==> config.mk <==
export PLATFORM = sky130hd
export DESIGN_NAME = alu1
export DESIGN_NICKNAME = d
export VERILOG_FILES = /design/src/rtl/alu_pkg.sv /design/src/rtl/full_adder1.sv /design/src/rtl/alu1.sv
export SDC_FILE = /design/constraint.sdc
export NUM_CORES = 1
export LEC_CHECK = 0
export ABC_AREA = 1
export CORE_AREA = 2 2 39 41
export DETAILED_ROUTE_END_ITERATION = 12
export DIE_AREA = 0 0 41 43
export GPL_ROUTABILITY_DRIVEN = 1
export PLACE_DENSITY = 0.47
export SYNTH_ARGS = -nofsm -noshare
export SYNTH_HDL_FRONTEND = slang
export SYNTH_SLANG_ARGS = --single-unit
==> constraint.sdc <==
create_clock -name clk -period 1.6 [get_ports clk]
set_input_delay 0.16 -clock clk [delete_from_list [all_inputs] [get_ports clk]]
set_output_delay 0.16 -clock clk [all_outputs]
set_load 0.005 [all_outputs]
==> src/rtl/alu_pkg.sv <==
// Operation codes shared by the single-bit ALU slice and the word-level ALU.
// Codes 001 and 111 are reserved and always produce a zero result.
package alu_pkg;

   localparam logic [2:0] OP_AND  = 3'b000;
   localparam logic [2:0] OP_RSV1 = 3'b001;
   localparam logic [2:0] OP_OR   = 3'b010;
   localparam logic [2:0] OP_XOR  = 3'b011;
   localparam logic [2:0] OP_ADD  = 3'b100;
   localparam logic [2:0] OP_ADDI = 3'b101;
   localparam logic [2:0] OP_SLT  = 3'b110;
   localparam logic [2:0] OP_RSV7 = 3'b111;

endpackage

==> src/rtl/full_adder1.sv <==
// One-bit full adder on already-conditioned operands.
// It is shared by the ALU slice and the word-level ALU.
module full_adder1 (
   input  logic aa,
   input  logic bb,
   input  logic cin,
   output logic sum,
   output logic cout
);

   assign sum  = aa ^ bb ^ cin;
   assign cout = (aa & bb) | (aa & cin) | (bb & cin);

endmodule

==> src/rtl/alu1.sv <==
// Single-bit ALU slice for a ripple-carry word ALU.
// It has a combinational result and carry, plus registered copies of both for pipelined use.
module alu1
   import alu_pkg::*;
(
   input  logic       a,
   input  logic       b,
   input  logic       cin,
   input  logic       b_invert,
   input  logic       a_invert,
   input  logic       less,
   input  logic [2:0] operation,
   output logic       result,
   output logic       cout,
   input  logic       clk,
   input  logic       rst_n,
   output logic       result_q,
   output logic       cout_q
);

   logic aa;
   logic bb;
   logic sum;

   assign aa = a ^ a_invert;
   assign bb = b ^ b_invert;

   // The carry is produced for every opcode, so the chain stays valid across slices.
   full_adder1 uFullAdder (
      .aa   (aa),
      .bb   (bb),
      .cin  (cin),
      .sum  (sum),
      .cout (cout)
   );

   always_comb begin
      result = 1'b0;
      case (operation)
         OP_AND:  result = aa & bb;
         OP_OR:   result = aa | bb;
         OP_XOR:  result = aa ^ bb;
         OP_ADD:  result = sum;
         OP_ADDI: result = sum;
         OP_SLT:  result = less;
         default: result = 1'b0;
      endcase
   end

   always_ff @(posedge clk or negedge rst_n) begin
      if (!rst_n) begin
         result_q <= 1'b0;
         cout_q   <= 1'b0;
      end else begin
         result_q <= result;
         cout_q   <= cout;
      end
   end

endmodule

# After elaboration in Yosys (flattened, before gate mapping)

Index checks and enable logic that the tools add are counted.

Eq/ne operators: 5
Mux-type cells: 1
Bitwise gates (word level): 10
Reductions and logical operators: 2

Operators with widths:

| kind               | number |
|---|---|
| $eq 3x3->1 const B | 3 |
| $eq 3x2->1 const B | 2 |
| $pmux 1 s5         | 1 |
| $xor 1x1->1        | 4 |
| $and 1x1->1        | 3 |
| $logic_not 3->1    | 1 |
| $or 1x1->1         | 3 |
| $reduce_or 2->1    | 1 |

Flip-flop bits (word level): 2
Bits of input ports: 11
Word-level logic and storage cells: 20

# Longest topological paths before layout

Depth after elaboration: 4
Depth in mapped cells: 7
Depth with buffers taken out: 7

# Modules after synthesis

From an unflattened synthesis, not the netlist that was laid out.

Cells, all modules: 24
Area, all modules: 192.7 µm²

By module, submodules not included:

| module      | instances | cells each | area each (µm²) | seq. area each (µm²) |
|---|---|---|---|---|
| alu1        | 1         | 23         | 172.7           | 50.0 |
| full_adder1 | 1         | 1          | 20.0            | 0.0 |

# Worst setup path after synthesis

Ideal clock, no wire load.

Path type: input port to output port
Start: input port a_invert
End: output port result
Arrival time: 1,238 ps
Data required time: 1,440 ps
Setup slack: 202 ps
Cell stages on the path: 5
Path buffers: 0
Cells stage by stage: xnor2_1 -> fa_1 -> o21ai_0 -> nor2_1 -> a21oi_1

Word-level cells in the longest chain between the ends: 4
Elaborated cells on any way between the ends: 6
Those cells by class: mux: 1; bitwise: 5

RTL lines:

| what          | line                          | source |
|---|---|---|
| from (decl)   | alu1.sv:10                    | `input logic a_invert,` |
| $xor 1x1->1 * | alu1.sv:25                    | `assign aa = a ^ a_invert;` |
| $xor 1x1->1   | full_adder1.sv:11, alu1.sv:42 |  |
| $xor 1x1->1   | full_adder1.sv:11             | `assign sum = aa ^ bb ^ cin;` |
| $pmux 1 s5 *  | alu1.sv:39                    | `case (operation)` |
| to (decl)     | alu1.sv:13                    | `output logic result,` |

Every way passes the cells marked *; elsewhere a longest branch is shown, timed or not.

# Worst setup path after layout

Start: input port b_invert
End: output port result

Word-level cells in the longest chain between the ends: 4
Elaborated cells on any way between the ends: 6
Those cells by class: mux: 1; bitwise: 5

RTL lines:

| what          | line                          | source |
|---|---|---|
| from (decl)   | alu1.sv:9                     | `input logic b_invert,` |
| $xor 1x1->1 * | alu1.sv:26                    | `assign bb = b ^ b_invert;` |
| $xor 1x1->1   | full_adder1.sv:11, alu1.sv:42 |  |
| $xor 1x1->1   | full_adder1.sv:11             |  |
| $pmux 1 s5 *  | alu1.sv:39                    |  |

Marked as above.

==> flow_summary.json <==
{
  "status": "complete, no violations",
  "routabilityCongestion": 0.6044,
  "powerDensity_nw_per_um2": 697.9,
  "grt_max_degree": 5,
  "dp_hpwl_microns": 362.1,
  "hold_class": "in -> async",
  "first_global_vias": 209,
  "coreArea_sq_um": 1384,
  "yosysWarnings": 0,
  "path_clk_slew_ns": 0.03,
  "period_minus_slack_ns": 1.507,
  "io_pins": 15,
  "yosysTopAreaCell": "dfrtp_1",
  "clockBufferDepth": 2,
  "grt_usage_pct": 5.829,
  "finalCritPeriodShare_pct": 94.19,
  "syn-num-nets": 38,
  "setup_slack_ns": 0.09301,
  "firstDrtPassIters": 1,
  "nNetsFinal": 65,
  "hold_viol": 0,
  "yosys-top-cells-area": "dfrtp_1, ha_1, inv_1",
  "hold_slack_ns": 0.1101,
  "ys_types": 11,
  "required_ns": 1.44,
  "antenna_found_initial": 0,
  "vdd_ir_drop_max_v": 0.0001752,
  "die-area_sq_um": 1763,
  "start_util_pct": 13.11,
  "cts_sinks": 2,
  "ctsHtreeMaxLevel": 1,
  "nFillCells": 156,
  "worst_setup_path_start_kind": "input pin",
  "crit_path_end_kind": "primary output",
  "tightestPinTransition_ns": 0.1853,
  "finalPower_mw": 0.2978,
  "vias": 231,
  "wl_per_cell_microns": 7.169,
  "syn_area_per_cell_sq_um": 7.559,
  "tritoncts": "yes",
  "cts_inserted_buffers": 3,
  "ant_nets": 0,
  "drc": 0,
  "leakage_nw": 0.2321,
  "num_rows": 14,
  "post-place-ws_ns": -0.7924,
  "fmax_ghz": 0.6636,
  "fin_util_pct": 30.83,
  "drtIter0Drc": 0,
  "crit_path_max_fanout": 2,
  "die_height_microns": 43,
  "num_antenna_cells": 0,
  "cp_data_arrival_time_ns": 1.35,
  "area_growth_syn_to_layout_pct": 135.2,
  "grt_pass1_wl_microns": 683,
  "worst-setup-path-type": "in -> out",
  "maxCapViolCount": 0,
  "synth_top_area_share_pct": 27.59,
  "relSlewSlack_pct": 87.59,
  "cts_hold_buf": 0,
  "gr-total-overflow": 0,
  "cts_root_buffer": "clkbuf_4",
  "syn_area_sq_um": 181.4,
  "viasPerCell": 3.554,
  "setup_viol": 0,
  "report.final.slew_viol_count": 0,
  "synth_seq_area_share_pct": 27.59,
  "netlist_instances": 24,
  "synth-seq-cells": 2,
  "drt_wl_total_microns": 466,
  "io_buffers": 14,
  "drive_above_1_share_pct": 42.86,
  "die_x_microns": 41
}
==> repair_timing <==
item / in CTS / in global routing
endpoints found under the setup margin: 3 / 1
resized for setup: 21 / 6
buffers inserted: 2 / 2
endpoints found under the hold margin: 0 / 0
pin swaps: 7 / 6
==> report_power, final <==
part / switching (mW) / total (mW) / internal (mW)
registers: 0.00167 / 0.0595 / 0.0578
logic: 0.0480 / 0.132 / 0.0842
clock network: 0.0238 / 0.106 / 0.0823
total: 0.0735 / 0.298 / 0.224
==> registers in the layout (all words and copies together), names as in the netlist <==
name	count
result_q	1
cout_q	1
==> synthesized netlist by cell type <==
master,n
inv_1,6
nand2_1,3
nor2_1,3
a21oi_1,2
dfrtp_1,2
ha_1,2
xnor2_1,2
fa_1,1
inv_2,1
nand3_1,1
o21ai_0,1
==> layout by cell type, fill, tap and decap left out <==
master	count
nor2_1	3
nand3_2	1
nand2_1	3
inv_2	1
inv_1	6
o21ai_1	1
a21oi_2	1
fa_1	1
dlygate4sd2_1	2
clkdlybuf4s50_1	7
clkbuf_2	1
buf_6	1
xnor2_2	2
dfrtp_1	2
a21oi_1	1
buf_2	3
clkbuf_4	3
ha_1	2
buf_4	8
==> layout make-up <==
class	count	area [sq um]	share of cell area, %
Clock buffer	3	22.52	5.279
Inverter	7	26.28	6.158
Multi-Input combinational cell	15	128.9	30.21
Sequential cell	2	50.05	11.73
Tap cell	16	20.02	4.692
Timing Repair Buffer	22	178.9	41.94
==> layer usage <==
| metal | vias to the layer above | global-route usage, % | share of wire, % |
|---|---|---|---|
| met5 | - | 0 | 0 |
| met4 | 0 | 6.000 | 0 |
| met3 | 0 | 0 | 11 |
| met2 | 11 | 10.31 | 53 |
| met1 | 97 | 5.161 | 36 |
| li1 | 123 | - | - |
==> cells by family (layout without fill, tap and decap cells) <==
family,after synthesis,in the layout,share of synthesized area [%]
AOI/OAI and AO/OA,3,3,8.273
DFF,2,2,27.59
adders and majority gates,3,3,24.83
buffers and inverters,7,32,14.48
xor gates and xnor gates,2,2,9.657
and+or+nand+nor,7,7,15.17
==> metrics by stage <==
step	cell area, sq um	setup TNS (ns)	cells
floorplan	181.4	0	24
global placement	371.6	-1.275	58
detailed placement	371.6	-1.366	58
CTS	424.2	0	63
global route	426.7	-0.01226	65
finish	426.7	0	65
==> critical path, stage by stage <==
cell and delay, ns:
clkbuf_2 0.10, xnor2_2 0.20, buf_4 0.14, inv_1 0.03, ha_1 0.27, inv_1 0.04, nand2_1 0.06, nand3_2 0.06
a21oi_2 0.15, buf_2 0.13
==> worst paths after layout <==
path,startpoint,endpoint,slack [ns]
setup / recovery,b_invert,result,0.09
hold / removal,rst_n,cout_q,0.11
max in group asynchronous,rst_n,result_q,1.37
min in group clk,a_invert,cout_q,0.51
Power figures use the tool's default switching activity.
